$ cat src/rtl/mem_bus_sched_if.sv
// Bundle of requester, memory and debug signals around the shared-bus scheduler.
// The scheduler side uses modport slave; the requesters/memory side uses modport master.
interface mem_bus_sched_if #(
    parameter int AW = 8,
    parameter int DW = 8
);
    // Handshake: a requester raises req and holds it until it sees its one-cycle gnt.
    // It drops req at the edge ending the gnt cycle, or keeps it high for another access.
    // rvalid marks the data phase one cycle after gnt; for an exec write it is the ack.
    logic          req_f;
    logic [AW-1:0] addr_f;
    logic          flush_f;
    logic          req_x;
    logic [AW-1:0] addr_x;
    logic          we_x;
    logic [DW-1:0] wdata_x;
    logic          gnt_f;
    logic          gnt_x;
    logic          rvalid_f;
    logic          rvalid_x;
    logic [DW-1:0] rdata;
    logic          mem_en;
    logic          mem_we;
    logic [AW-1:0] mem_addr;
    logic [DW-1:0] mem_wdata;
    logic [DW-1:0] mem_rdata;
    logic          busy;
    logic [1:0]    dbg_state;

    modport slave (
        input  req_f, addr_f, flush_f, req_x, addr_x, we_x, wdata_x, mem_rdata,
        output gnt_f, gnt_x, rvalid_f, rvalid_x, rdata,
        output mem_en, mem_we, mem_addr, mem_wdata, busy, dbg_state
    );

    modport master (
        output req_f, addr_f, flush_f, req_x, addr_x, we_x, wdata_x, mem_rdata,
        input  gnt_f, gnt_x, rvalid_f, rvalid_x, rdata,
        input  mem_en, mem_we, mem_addr, mem_wdata, busy, dbg_state
    );
endinterface

$ cat src/rtl/mem_bus_sched.sv
// Fetch/exec scheduler for a single-port memory: ADDR phase then DATA phase per access.
// Define MEM_SCHED_FAIRNESS_EN to bound fetch starvation at STARVE_MAX exec grants.
module mem_bus_sched #(
    parameter int AW         = 8,
    parameter int DW         = 8,
    parameter int STARVE_MAX = 3
) (
    input logic           CLK,
    input logic           RST,
    mem_bus_sched_if.slave bus
);
    typedef enum logic [1:0] {
        IDLE = 2'd0,
        ADDR = 2'd1,
        DATA = 2'd2
    } state_t;

    state_t        state;
    logic          owner_x;
    logic          kill;
    logic [AW-1:0] addr_q;
    logic          we_q;
    logic [DW-1:0] wdata_q;

    logic decide;
    logic any_req;
    logic pick_x;

    if (STARVE_MAX < 1 || STARVE_MAX > 15) begin : g_bad_starve_max
        $error("STARVE_MAX must be in 1..15");
    end

    assign decide  = (state != ADDR);
    assign any_req = bus.req_f | bus.req_x;

`ifdef MEM_SCHED_FAIRNESS_EN
    logic [3:0] streak;

    // Fetch overrides exec priority only once exec has won STARVE_MAX times in a row over it.
    assign pick_x = bus.req_x & ~(bus.req_f & (streak == 4'(STARVE_MAX)));

    always_ff @(posedge CLK) begin
        if (!RST) begin
            streak <= 4'd0;
        end else if (decide && any_req) begin
            if (pick_x && bus.req_f)
                streak <= (streak == 4'd15) ? streak : streak + 4'd1;
            else
                streak <= 4'd0;
        end
    end
`else
    assign pick_x = bus.req_x;
`endif

    always_ff @(posedge CLK) begin
        if (!RST) begin
            state   <= IDLE;
            owner_x <= 1'b0;
            kill    <= 1'b0;
            addr_q  <= '0;
            we_q    <= 1'b0;
            wdata_q <= '0;
        end else begin
            case (state)
                ADDR: begin
                    state <= DATA;
                    if (!owner_x && bus.flush_f)
                        kill <= 1'b1;
                end
                default: begin
                    // A flush seen during DATA only needs the combinational mask below.
                    kill <= 1'b0;
                    if (any_req) begin
                        state   <= ADDR;
                        owner_x <= pick_x;
                        if (pick_x) begin
                            addr_q  <= bus.addr_x;
                            we_q    <= bus.we_x;
                            wdata_q <= bus.wdata_x;
                        end else begin
                            addr_q  <= bus.addr_f;
                            we_q    <= 1'b0;
                            wdata_q <= '0;
                        end
                    end else begin
                        state <= IDLE;
                    end
                end
            endcase
        end
    end

    assign bus.gnt_f     = (state == ADDR) & ~owner_x;
    assign bus.gnt_x     = (state == ADDR) & owner_x;
    assign bus.mem_en    = (state == ADDR);
    assign bus.mem_we    = (state == ADDR) & we_q;
    assign bus.mem_addr  = addr_q;
    assign bus.mem_wdata = wdata_q;
    assign bus.busy      = (state != IDLE);
    assign bus.dbg_state = state;

    assign bus.rvalid_f = (state == DATA) & ~owner_x & ~kill & ~bus.flush_f;
    assign bus.rvalid_x = (state == DATA) & owner_x;
    assign bus.rdata    = (bus.rvalid_f | bus.rvalid_x) ? bus.mem_rdata : '0;
endmodule
$ cat src/flat_wrapper.sv
// flat-port wrapper written by rule: the top's interface ports become plain ports
module mem_bus_sched_flat 
#(
    parameter int AW         = 8,
    parameter int DW         = 8,
    parameter int STARVE_MAX = 3
)
  (CLK, RST, bus_req_f, bus_addr_f, bus_flush_f, bus_req_x, bus_addr_x, bus_we_x, bus_wdata_x, bus_mem_rdata, bus_gnt_f, bus_gnt_x, bus_rvalid_f, bus_rvalid_x, bus_rdata, bus_mem_en, bus_mem_we, bus_mem_addr, bus_mem_wdata, bus_busy, bus_dbg_state);
  mem_bus_sched_if #(.AW(AW), .DW(DW)) bus_i ();
  input logic CLK;
  input logic RST;
  input wire logic [$bits(bus_i.req_f)-1:0] bus_req_f;
  input wire logic [$bits(bus_i.addr_f)-1:0] bus_addr_f;
  input wire logic [$bits(bus_i.flush_f)-1:0] bus_flush_f;
  input wire logic [$bits(bus_i.req_x)-1:0] bus_req_x;
  input wire logic [$bits(bus_i.addr_x)-1:0] bus_addr_x;
  input wire logic [$bits(bus_i.we_x)-1:0] bus_we_x;
  input wire logic [$bits(bus_i.wdata_x)-1:0] bus_wdata_x;
  input wire logic [$bits(bus_i.mem_rdata)-1:0] bus_mem_rdata;
  output wire logic [$bits(bus_i.gnt_f)-1:0] bus_gnt_f;
  output wire logic [$bits(bus_i.gnt_x)-1:0] bus_gnt_x;
  output wire logic [$bits(bus_i.rvalid_f)-1:0] bus_rvalid_f;
  output wire logic [$bits(bus_i.rvalid_x)-1:0] bus_rvalid_x;
  output wire logic [$bits(bus_i.rdata)-1:0] bus_rdata;
  output wire logic [$bits(bus_i.mem_en)-1:0] bus_mem_en;
  output wire logic [$bits(bus_i.mem_we)-1:0] bus_mem_we;
  output wire logic [$bits(bus_i.mem_addr)-1:0] bus_mem_addr;
  output wire logic [$bits(bus_i.mem_wdata)-1:0] bus_mem_wdata;
  output wire logic [$bits(bus_i.busy)-1:0] bus_busy;
  output wire logic [$bits(bus_i.dbg_state)-1:0] bus_dbg_state;
  assign bus_i.req_f = bus_req_f;
  assign bus_i.addr_f = bus_addr_f;
  assign bus_i.flush_f = bus_flush_f;
  assign bus_i.req_x = bus_req_x;
  assign bus_i.addr_x = bus_addr_x;
  assign bus_i.we_x = bus_we_x;
  assign bus_i.wdata_x = bus_wdata_x;
  assign bus_i.mem_rdata = bus_mem_rdata;
  assign bus_gnt_f = bus_i.gnt_f;
  assign bus_gnt_x = bus_i.gnt_x;
  assign bus_rvalid_f = bus_i.rvalid_f;
  assign bus_rvalid_x = bus_i.rvalid_x;
  assign bus_rdata = bus_i.rdata;
  assign bus_mem_en = bus_i.mem_en;
  assign bus_mem_we = bus_i.mem_we;
  assign bus_mem_addr = bus_i.mem_addr;
  assign bus_mem_wdata = bus_i.mem_wdata;
  assign bus_busy = bus_i.busy;
  assign bus_dbg_state = bus_i.dbg_state;
  mem_bus_sched #(.AW(AW), .DW(DW), .STARVE_MAX(STARVE_MAX)) u_core (.CLK(CLK), .RST(RST), .bus(bus_i));
endmodule
$ cat config.mk
export PLATFORM = sky130hd
export DESIGN_NAME = mem_bus_sched_flat
export DESIGN_NICKNAME = d
export VERILOG_FILES = /design/src/rtl/mem_bus_sched_if.sv /design/src/rtl/mem_bus_sched.sv /design/src/flat_wrapper.sv
export SDC_FILE = /design/constraint.sdc
export NUM_CORES = 1
export LEC_CHECK = 0
export BUFFER_PORTS_ARGS = -buffer_cell sky130_fd_sc_hd__buf_2
export CORE_UTILIZATION = 40
export CTS_BUF_LIST = sky130_fd_sc_hd__clkbuf_8
export CTS_CLUSTER_DIAMETER = 50
export DETAILED_ROUTE_END_ITERATION = 16
export PLACE_DENSITY = 0.77
export SYNTH_ARGS = -nofsm -noshare
export SYNTH_HDL_FRONTEND = slang
export SYNTH_SLANG_ARGS = --single-unit
export TNS_END_PERCENT = 5
$ cat constraint.sdc
create_clock -name CLK -period 2.2 [get_ports CLK]
set_input_delay 0.22 -clock CLK [delete_from_list [all_inputs] [get_ports CLK]]
set_output_delay 0.22 -clock CLK [all_outputs]
set_load 0.03 [all_outputs]
==> out/qor.csv, run 1 <==
stage,metric,value,unit
place,number of port buffers,70,
sta,slew at the pin with the worst max-slew slack,0.476,ns
clocking,post-CTS setup-driven buffer insertion count,0,
worst_setup_path,Register-to-Register Setup Slack,0.82,ns
detailed_routing,wire per inst,12.5,um
synthesis,main area contributors after synthesis,"sky130_fd_sc_hd__dfxtp_1 41%, sky130_fd_sc_hd__nand3_1 8.3%, sky130_fd_sc_hd__mux2i_1 7.8%",
worst_setup_path,Worst path max stage delay,0.41,ns
worst_setup_path,"Req. time, crit path",1.98,ns
worst_setup_path,CP Capture Type,output pin,
final_layout,Final Instance Area,1400,um2
sta,Max transition margin,0.682,
sta,final clock period utilization by the worst path,0.749,
synthesis,share of synthesized registers carrying an async set or reset,0,
detailed_routing,Vias,1046,
worst_setup_path,critical path arrival,1.43,ns
final_layout,fin nets,215,
synthesis,Synth area leader,sky130_fd_sc_hd__dfxtp_1,
final_layout,"most common cell after layout, fill and taps aside",sky130_fd_sc_hd__buf_2,
clocking,total CTS buffers,3,
detailed_routing,"antenna viol nets, final",0,
floorplan,die area,2770,um2
final_layout,ratio of cells with drive above 1 in the final layout,0.455,
floorplan,die height,52.6,um
sta,final count of pins violating max slew,0,
final_layout,"commonest cells after routing, fill and taps aside","70 x sky130_fd_sc_hd__buf_2, 21 x sky130_fd_sc_hd__dfxtp_1, 17 x sky130_fd_sc_hd__nand3_1",
final_layout,number of antenna cells inserted,0,
clocking,"Gates resized, CTS repair",0,
floorplan,x dimension of the die,52.6,um
synthesis,prevailing post-synth register cell,sky130_fd_sc_hd__dfxtp_1,
worst_setup_path,critical path depth in cells,4,
detailed_routing,number of DRC markers in iteration 0,8,
worst_setup_path,critical-path cell list,"nand2b_4, inv_2, and2_1, buf_2",
synthesis,number of enable-type register cells in the synthesized netlist,0,
synthesis,synthesized instance count,111,
global_routing,vias in the first global route,1001,
global_routing,met1 usage,0.206,
sta,unrepaired setup endpoints after global routing,false,
clocking,Worst-Skew Late Latency,0.25,ns
worst_setup_path,critical path peak fanout,22,
power,Pleak,0.788,nW
global_routing,largest net degree at the start of global routing,23,
worst_setup_path,worst-path cell with the longest stage delay,sky130_fd_sc_hd__dfxtp_1,
synthesis,post-synth top area share,0.410,
synthesis,number of library cell types mapped by synthesis,26,
synthesis,synthesized flop and latch total,21,
synthesis,"Seq/Total Area, Yosys",0.410,
global_routing,met2 capacity usage during global routing,0.418,
place,Detailed Place HPWL,1.90,mm
detailed_routing,first-pass detailed-route iteration total,4,
clocking,count of hold-fix buffers inserted at cts,0,
worst_setup_path,number of cells on the worst reg-to-reg path,4,
floorplan,count of standard-cell rows,17,
run,number of max-cap violations,0,
min_path,endpoint of the worst hold-timing path,u_core.bus.mem_wdata[3],
sta,Clock Skew,0.00383,ns
global_routing,busiest grt layer,met2,
global_routing,first-pass GRT wire length,4.23,mm
clocking,clock root cell,sky130_fd_sc_hd__clkbuf_8,
synthesis,mean post-synth cell area,9.24,um2
clocking,Sinks on Clock Net,21,
place,placed inst area,1350,um2
floorplan,placeable core area,2320,um2
sta,Fin Setup TNS,0,ns
detailed_routing,DRC Markers,0,
min_path,number of cells on the worst hold path,3,
final_layout,Util after Layout,0.602,
power,PD cells,657,nW/um2
floorplan,effective utilization at floorplan,0.443,
global_routing,global routing usage on met3,0.0406,
synthesis,Ys Warns,0,
min_path,Worst Min Path Start,bus_wdata_x[3],
global_routing,initial antenna violation count,0,
global_routing,total track usage,0.207,
worst_setup_path,startpoint types,register,
global_routing,remaining global-route overflow,0,
final_layout,Synth-to-Final Area Change,36.0,%
sta,final-report setup violation count,0,
clocking,clock-pin slew on the worst setup and hold paths,0.08,ns
synthesis,Mapped Area,1030,um2
synthesis,syn nets,149,
worst_setup_path,launching point of the worst reg2reg path,u_core.bus.dbg_state[1],
detailed_routing,DR vias/cell,5.13,
sta,count of endpoints failing hold in the final timing report,0,
detailed_routing,total length of routed wires,2.54,mm
place,placer's final routability congestion estimate,0.668,
status,status,completed,
min_path,class of the tightest hold or removal check,in -> reg,
clocking,H-tree Lvls,1,
worst_setup_path,"delay-heaviest family, CP",buffers and inverters,
worst_setup_path,Critical R2R Capture,u_core.bus.mem_addr[6],
worst_setup_path,CP Class,reg -> out,
sta,shortest period the worst path allows,1.65,ns
clocking,clock buffer depth,2,
clocking,clock tree from TritonCTS,built,
sta,Fmax achieved,607,MHz
power,largest voltage drop on the vdd net,0.000528,V
worst_setup_path,number of buffer and inverter stages on the critical path,2,
floorplan,count of pins on the block boundary,71,
-- metal layers --
metal  share of wire  vias up
met5               0        -
met4          0.0035        0
met1            0.39      476
li1                -      518
met2            0.52       50
met3           0.085        2
-- stage by stage --
step	total power (W)	hold slack (ns)	cells	setup WS [ns]
global route	0.000971	0.233	204	0.433
detailed placement	0.000682	0.466	200	0.811
floorplan	0.000606	0.356	111	0.604
finish	0.000917	0.227	204	0.552
CTS	0.000928	0.221	204	0.538
global placement	0.000675	0.454	200	0.837
-- logic make-up (layout without fill, tap and decap cells) --
group / Yosys count / after routing / share of synthesized area
flip-flops: 21 / 21 / 0.410
AND/OR/NAND/NOR: 41 / 41 / 0.230
AO/OA/AOI/OAI: 30 / 30 / 0.213
multiplexers: 8 / 8 / 0.0781
buffers and inverters: 11 / 76 / 0.0683
-- flip-flops by register name, indices dropped and copies added (netlist names) --
name	cells
u_core.bus.dbg_state	2
u_core.bus.mem_addr	8
u_core.bus.mem_wdata	8
u_core.kill	1
u_core.owner_x	1
u_core.we_q	1
-- Yosys cell counts, types with 2 or more instances --
cell type / n
sky130_fd_sc_hd__dfxtp_1: 21
sky130_fd_sc_hd__or2_1: 2
sky130_fd_sc_hd__mux2i_1: 8
sky130_fd_sc_hd__nor2_1: 3
sky130_fd_sc_hd__buf_4: 2
sky130_fd_sc_hd__o21ai_0: 9
sky130_fd_sc_hd__a21boi_1: 10
sky130_fd_sc_hd__o211a_1: 8
sky130_fd_sc_hd__and2_1: 10
sky130_fd_sc_hd__buf_6: 2
sky130_fd_sc_hd__buf_2: 5
sky130_fd_sc_hd__nand3_1: 17
-- power breakdown --
| group | leakage [nW] | total [W] | switching (W) | internal [W] |
|---|---|---|---|---|
| Clock | 0.0255 | 0.000245 | 0.000120 | 0.000126 |
| Combinational | 0.589 | 0.000246 | 0.000155 | 0.0000907 |
| Sequential | 0.173 | 0.000425 | 0.0000160 | 0.000409 |
-- worst min-delay path, stage by stage --
cell	delay [ns]
sky130_fd_sc_hd__buf_2	0.10
sky130_fd_sc_hd__nand3_1	0.07
sky130_fd_sc_hd__a21boi_1	0.06
-- layout make-up --
class | count | area, um2
clock buffers | 3 | 41.3
repair buffers | 70 | 350
fillers | 236 | 923
clock inverters | 1 | 5.00
well taps | 28 | 35.0
multi-input cells | 79 | 536
inverters | 2 | 7.51
flip-flops and latches | 21 | 420
-- how the worst max path moves through the flow --
stage,slack [ns],from,to
6_report,0.55,u_core.bus.dbg_state[0],bus_mem_we
5_1_grt,0.43,u_core.bus.dbg_state[0],bus_mem_we
4_1_cts,0.54,u_core.bus.dbg_state[1],bus_mem_we
3_5_place_dp,0.81,bus_flush_f,bus_rdata[1]
3_3_place_gp,0.84,u_core.bus.dbg_state[1],bus_mem_we
2_1_floorplan,0.60,u_core.bus.dbg_state[1],bus_rvalid_f
Note: power is estimated with default switching activity, not from simulation.
==> run 2: changes to the inputs <==
==> constraint.sdc (replaced) <==
create_clock -name CLK -period 1.7 [get_ports CLK]
set_input_delay 0.17 -clock CLK [delete_from_list [all_inputs] [get_ports CLK]]
set_output_delay 0.17 -clock CLK [all_outputs]
set_load 0.03 [all_outputs]
==> run 2 against run 1 <==
Clock power increased by 29%. Wire length grew 0.39%. Cell area rose by 0.63%. Register-to-register slack worse by 0.45 ns. Utilization increased by 0.38 points. Critical path type unchanged. Sequential power grew 29%. Sequential cell count stayed put. Setup slack worse by 0.43 ns. Final cell count is the same. Highest routed layer unchanged.
==> out/qor.csv, run 2 (synthesized netlist as in run 1, its figures left out) <==
stage,metric,value,unit,change
detailed_routing,DRC Markers,0,,unchanged
sta,min setup slack post-route,0.125,ns,-0.427 ns
place,placer's final routability congestion estimate,0.665,,-0.45%
sta,count of endpoints failing hold in the final timing report,0,,unchanged
global_routing,total track usage,0.195,,-0.0121
detailed_routing,number of DRC markers in iteration 0,17,,+9
global_routing,largest net degree at the start of global routing,23,,unchanged
worst_setup_path,critical path arrival,1.41,ns,-0.02 ns
power,net switching fraction of the power,0.319,,+0.00200
power,register share of total power,0.463,,about the same
worst_setup_path,"Req. time, crit path",1.53,ns,-0.45 ns
sta,final clock period utilization by the worst path,0.927,,
final_layout,number of antenna cells inserted,0,,unchanged
sta,slew at the pin with the worst max-slew slack,0.458,ns,-0.0187 ns
sta,shortest period the worst path allows,1.58,ns,
sta,final-report setup violation count,0,,unchanged
place,pre-CTS worst setup slack,0.342,ns,-0.469 ns
power,largest voltage drop on the vdd net,0.000574,V,+8.7%
min_path,class of the tightest hold or removal check,in -> reg,,
clocking,Worst-Skew Late Latency,0.25,ns,about the same
final_layout,ratio of cells with drive above 1 in the final layout,0.449,,-0.00568
floorplan,die area,2770,um2,unchanged
clocking,Sinks on Clock Net,21,,unchanged
global_routing,initial antenna violation count,0,,unchanged
worst_setup_path,CP Class,reg -> out,,
clocking,total CTS buffers,3,,unchanged
global_routing,remaining global-route overflow,0,,unchanged
worst_setup_path,startpoint types,register,,
power,design internal power,0.000809,W,+29%
floorplan,count of pins on the block boundary,71,,unchanged
place,Detailed Place HPWL,1.98,mm,+4.0%
floorplan,die height,52.6,um,unchanged
floorplan,count of standard-cell rows,17,,unchanged
clocking,clock root cell,sky130_fd_sc_hd__clkbuf_8,,
detailed_routing,DR vias/cell,5.16,,+0.57%
power,Pleak,0.790,nW,+0.28%
detailed_routing,first-pass detailed-route iteration total,4,,unchanged
power,Switch Pwr,0.000380,W,+30%
floorplan,placeable core area,2320,um2,unchanged
clocking,clock tree from TritonCTS,built,,
floorplan,effective utilization at floorplan,0.443,,unchanged
worst_setup_path,number of cells on the worst reg-to-reg path,4,,unchanged
clocking,clock buffer depth,2,,unchanged
floorplan,x dimension of the die,52.6,um,unchanged
place,number of port buffers,70,,unchanged
power,PD cells,847,nW/um2,+29%
final_layout,Synth-to-Final Area Change,36.8,%,
detailed_routing,Vias,1052,,+0.57%
run,number of max-cap violations,0,,unchanged
worst_setup_path,CP Capture Type,output pin,,
global_routing,first-pass GRT wire length,4.00,mm,-5.4%
final_layout,fin nets,215,,unchanged
final_layout,"commonest cells after routing, fill and taps aside","70 x sky130_fd_sc_hd__buf_2, 21 x sky130_fd_sc_hd__dfxtp_1, 17 x sky130_fd_sc_hd__nand3_1",,
sta,Fmax achieved,635,MHz,
clocking,clock-pin slew on the worst setup and hold paths,0.07,ns,about the same
status,status,completed,,
detailed_routing,"antenna viol nets, final",0,,unchanged
min_path,number of cells on the worst hold path,3,,unchanged
final_layout,Util after Layout,0.606,,+0.00378
sta,Fin Setup TNS,0,ns,unchanged
global_routing,vias in the first global route,946,,-5.5%
final_layout,"most common cell after layout, fill and taps aside",sky130_fd_sc_hd__buf_2,,
sta,Max transition margin,0.695,,+0.0124
worst_setup_path,critical path peak fanout,8,,-64%
sta,Clock Skew,0.00200,ns,-0.00184 ns
detailed_routing,total length of routed wires,2.55,mm,+0.39%
power,Final Total Pwr,0.00119,W,+30%
sta,final count of pins violating max slew,0,,unchanged
power,combinational cell fraction of total power,0.271,,+0.003
clocking,H-tree Lvls,1,,unchanged
sta,unrepaired setup endpoints after global routing,false,,
clocking,count of hold-fix buffers inserted at cts,0,,unchanged
power,fraction of power consumed by the clock network,0.267,,about the same
detailed_routing,wire per inst,12.5,um,+0.39%
-- run 2: changes by cell type in the layout (fill, tap and decap cells not counted) --
cell	before	now
sky130_fd_sc_hd__a21oi_2	1	0
sky130_fd_sc_hd__a21oi_4	0	1
sky130_fd_sc_hd__clkinv_2	1	0
sky130_fd_sc_hd__inv_1	1	2
sky130_fd_sc_hd__inv_2	1	0
sky130_fd_sc_hd__inv_4	0	1
-- run 2: routing by layer --
layer / GRT usage / wire length (um)
met5: 0 / 0
met4: 0.0789 / 16
met3: 0.0261 / 170
met2: 0.352 / 1290
met1: 0.228 / 1070
-- run 2: cell type report --
| type | count | area, um2 |
|---|---|---|
| tap | 28 | 35.0 |
| timing repair buffer | 70 | 350 |
| clock buffer | 3 | 41.3 |
| fill | 222 | 915 |
| sequential | 21 | 420 |
| inverter | 2 | 10.0 |
| clock inverter | 1 | 3.75 |
| multi-input combinational | 79 | 543 |
-- run 2: worst paths after layout --
check                                        startpoint                      end  slack [ns]
worst min register to register  u_core.bus.mem_wdata[3]  u_core.bus.mem_wdata[3]        0.47
worst max-delay path                        u_core.kill             bus_rdata[0]        0.12
worst max register to register  u_core.bus.dbg_state[1]   u_core.bus.mem_addr[0]        0.37
worst min-delay path                     bus_wdata_x[3]  u_core.bus.mem_wdata[3]        0.17
-- run 2: timing repair --
action | in CTS | in global routing
gates resized for setup | 0 | 2
endpoints found under the setup margin | 0 | 4
buffers inserted | 0 | 0
-- run 2: per-stage QoR --
stage | hold WS [ns] | cell area [um2] | std cells
floorplan | 0.306 | 1030 | 111
detailed placement | 0.450 | 1350 | 200
global placement | 0.445 | 1350 | 200
global route | 0.187 | 1400 | 204
CTS | 0.175 | 1390 | 204
finish | 0.175 | 1400 | 204
-- run 2: power groups by stage --
stage	Sequential, W	Clock [W]	Combinational [W]
after floorplan	0.000627	0	0.000157
after global placement	0.000561	0	0.000312
after detailed placement	0.000562	0	0.000320
after CTS	0.000550	0.000324	0.000320
after global routing	0.000555	0.000346	0.000348
final	0.000550	0.000317	0.000322
-- run 2: critical path: stages, from the launching register on --
cell and delay (ns):
sky130_fd_sc_hd__dfxtp_1 0.31, sky130_fd_sc_hd__or2_1 0.27, sky130_fd_sc_hd__a21oi_4 0.22, sky130_fd_sc_hd__and2_1 0.16
sky130_fd_sc_hd__buf_2 0.19
==> run 3: changes to the inputs <==
--- a/config.mk
+++ b/config.mk
@@ -11,6 +11,7 @@
 export CTS_CLUSTER_DIAMETER = 50
 export DETAILED_ROUTE_END_ITERATION = 16
 export PLACE_DENSITY = 0.77
+export RECOVER_POWER = 50
 export SYNTH_ARGS = -nofsm -noshare
 export SYNTH_HDL_FRONTEND = slang
 export SYNTH_SLANG_ARGS = --single-unit
==> run 3 against run 2 <==
Via count shrank 1.5%. Utilization shrank 0.97 points. Register-to-register slack about the same. Sequential share of layout area up 0.49 points. Setup slack better by 0.0018 ns. Critical endpoint unchanged.
==> out/qor.csv, run 3 (synthesized netlist as in run 1, its figures left out) <==
stage,metric,value,unit,change
sta,count of endpoints failing hold in the final timing report,0,,unchanged
sta,worst-case hold slack,0.178,ns,+0.00358 ns
worst_setup_path,startpoint types,register,,
status,status,completed,,
detailed_routing,DR vias/cell,5.08,,-1.5%
detailed_routing,first-pass detailed-route iteration total,4,,unchanged
floorplan,x dimension of the die,52.6,um,unchanged
worst_setup_path,number of cells on the worst reg-to-reg path,4,,unchanged
place,placer's final routability congestion estimate,0.665,,unchanged
global_routing,initial antenna violation count,0,,unchanged
clocking,total CTS buffers,3,,unchanged
floorplan,count of standard-cell rows,17,,unchanged
global_routing,total track usage,0.195,,unchanged
sta,final clock period utilization by the worst path,0.926,,-0.00107
worst_setup_path,CP Class,reg -> out,,
clocking,Sinks on Clock Net,21,,unchanged
detailed_routing,Vias,1036,,-1.5%
detailed_routing,"antenna viol nets, final",0,,unchanged
power,net switching fraction of the power,0.321,,+0.00118
floorplan,effective utilization at floorplan,0.443,,unchanged
floorplan,placeable core area,2320,um2,unchanged
power,PD cells,851,nW/um2,+0.49%
place,number of port buffers,70,,unchanged
power,combinational cell fraction of total power,0.264,,-0.007
power,Final Total Pwr,0.00118,W,-1.1%
final_layout,post-route non-filler standard cell count,204,,unchanged
floorplan,die area,2770,um2,unchanged
final_layout,fill count,228,,+2.7%
detailed_routing,number of DRC markers in iteration 0,19,,+2
worst_setup_path,Register-to-Register Setup Slack,0.38,ns,about the same
sta,slew at the pin with the worst max-slew slack,0.462,ns,+0.00467 ns
global_routing,first-pass GRT wire length,4.00,mm,unchanged
clocking,clock buffer depth,2,,unchanged
final_layout,Synth-to-Final Area Change,34.6,%,
floorplan,count of pins on the block boundary,71,,unchanged
sta,final count of pins violating max slew,0,,unchanged
worst_setup_path,critical-path cell list,"or2_1, a21oi_4, and2_1, buf_2",,
final_layout,"commonest cells after routing, fill and taps aside","52 x sky130_fd_sc_hd__buf_2, 21 x sky130_fd_sc_hd__dfxtp_1, 18 x sky130_fd_sc_hd__clkbuf_1",,
global_routing,largest net degree at the start of global routing,23,,unchanged
min_path,endpoint of the worst hold-timing path,u_core.bus.mem_wdata[7],,
final_layout,Util after Layout,0.596,,-0.00971
final_layout,ratio of cells with drive above 1 in the final layout,0.347,,-0.102
global_routing,vias in the first global route,946,,unchanged
sta,Fmax achieved,636,MHz,+0.12%
power,fraction of power consumed by the clock network,0.267,,about the same
worst_setup_path,number of buffer and inverter stages on the critical path,1,,unchanged
worst_setup_path,CP Capture Type,output pin,,
sta,shortest period the worst path allows,1.57,ns,-0.00182 ns
final_layout,fin nets,215,,unchanged
detailed_routing,total length of routed wires,2.55,mm,about the same
power,register share of total power,0.469,,+0.006
power,design internal power,0.000799,W,-1.3%
final_layout,flip-flop and latch area,420,um2,unchanged
worst_setup_path,"delay-heaviest family, CP",simple AND/OR/NAND/NOR gates,,
power,Switch Pwr,0.000377,W,-0.75%
power,Pleak,0.718,nW,-9.1%
clocking,clock root cell,sky130_fd_sc_hd__clkbuf_8,,
sta,Fin Setup TNS,0,ns,unchanged
worst_setup_path,launching point of the worst reg2reg path,u_core.bus.dbg_state[1],,
sta,Clock Skew,0.000806,ns,-0.00119 ns
global_routing,remaining global-route overflow,0,,unchanged
detailed_routing,wire per inst,12.5,um,about the same
sta,Max transition margin,0.692,,-0.00311
run,number of max-cap violations,0,,unchanged
worst_setup_path,critical path arrival,1.40,ns,about the same
place,Detailed Place HPWL,1.98,mm,unchanged
sta,final-report setup violation count,0,,unchanged
clocking,clock tree from TritonCTS,built,,
final_layout,area taken by multi-input logic gates,543,um2,unchanged
sta,unrepaired setup endpoints after global routing,false,,
clocking,H-tree Lvls,1,,unchanged
clocking,clock-pin slew on the worst setup and hold paths,0.07,ns,about the same
final_layout,number of antenna cells inserted,0,,unchanged
worst_setup_path,critical path peak fanout,8,,unchanged
clocking,count of hold-fix buffers inserted at cts,0,,unchanged
min_path,number of cells on the worst hold path,3,,unchanged
worst_setup_path,Critical R2R Capture,u_core.bus.mem_addr[0],,
worst_setup_path,worst-path cell with the longest stage delay,sky130_fd_sc_hd__dfxtp_1,,
final_layout,"most common cell after layout, fill and taps aside",sky130_fd_sc_hd__buf_2,,
detailed_routing,DRC Markers,0,,unchanged
power,largest voltage drop on the vdd net,0.000563,V,-1.9%
min_path,Worst Min Path Start,bus_wdata_x[7],,
floorplan,die height,52.6,um,unchanged
worst_setup_path,"Req. time, crit path",1.53,ns,about the same
place,placed cells,200,,unchanged
worst_setup_path,Worst path max stage delay,0.31,ns,about the same
clocking,Worst-Skew Late Latency,0.25,ns,about the same
min_path,class of the tightest hold or removal check,in -> reg,,
==> run 3: worst min-delay path: stages <==
cell and delay [ns]:
sky130_fd_sc_hd__buf_2 0.10, sky130_fd_sc_hd__nand3_1 0.07, sky130_fd_sc_hd__a21boi_1 0.06
==> run 3: power by group through the flow <==
stage / Sequential, W / Clock (W) / Combinational [W]
2_1_floorplan: 0.000627 / 0 / 0.000157
3_3_place_gp: 0.000561 / 0 / 0.000312
3_5_place_dp: 0.000562 / 0 / 0.000320
4_1_cts: 0.000550 / 0.000324 / 0.000320
5_1_grt: 0.000556 / 0.000346 / 0.000337
6_report: 0.000551 / 0.000314 / 0.000310
==> run 3: area by class of cell <==
class / instances / share of cell area
Clock buffer: 3 / 0.0299
Clock inverter: 1 / 0.00272
Inverter: 2 / 0.00725
Multi-Input combinational cell: 79 / 0.393
Sequential cell: 21 / 0.304
Tap cell: 28 / 0.0254
Timing Repair Buffer: 70 / 0.237
==> run 3: per-stage QoR <==
| stage | setup slack [ns] | area [um2] |
|---|---|---|
| 3_5_place_dp | 0.342 | 1350 |
| 6_report | 0.127 | 1380 |
| 3_3_place_gp | 0.414 | 1350 |
| 2_1_floorplan | 0.154 | 1030 |
| 5_1_grt | 0.0316 | 1380 |
| 4_1_cts | 0.0745 | 1390 |
==> run 3: worst max-delay path by stage <==
stage	cells after the start	slack, ns	from	to
2_1_floorplan	2	0.15	u_core.bus.dbg_state[1]	bus_rvalid_f
3_3_place_gp	4	0.41	u_core.bus.dbg_state[1]	u_core.bus.mem_addr[7]
3_5_place_dp	4	0.34	u_core.bus.dbg_state[1]	u_core.bus.mem_addr[0]
4_1_cts	4	0.07	u_core.kill	bus_rdata[0]
5_1_grt	4	0.03	u_core.kill	bus_rdata[4]
6_report	4	0.13	u_core.kill	bus_rdata[0]
==> run 3: per-layer routing <==
layer	vias to the layer above	routed length, um	global-route usage	share of wire
met5	-	0	0	0
met4	0	16	0.0789	0.0063
met3	2	174	0.0261	0.068
met2	50	1330	0.352	0.52
met1	466	1030	0.228	0.40
li1	518	-	-	-
==> run 3: what timing repair did <==
action / 4_1_cts / 5_1_grt
buffers inserted: 0 / 0
setup endpoints to repair: 0 / 4
resized for setup: 0 / 2
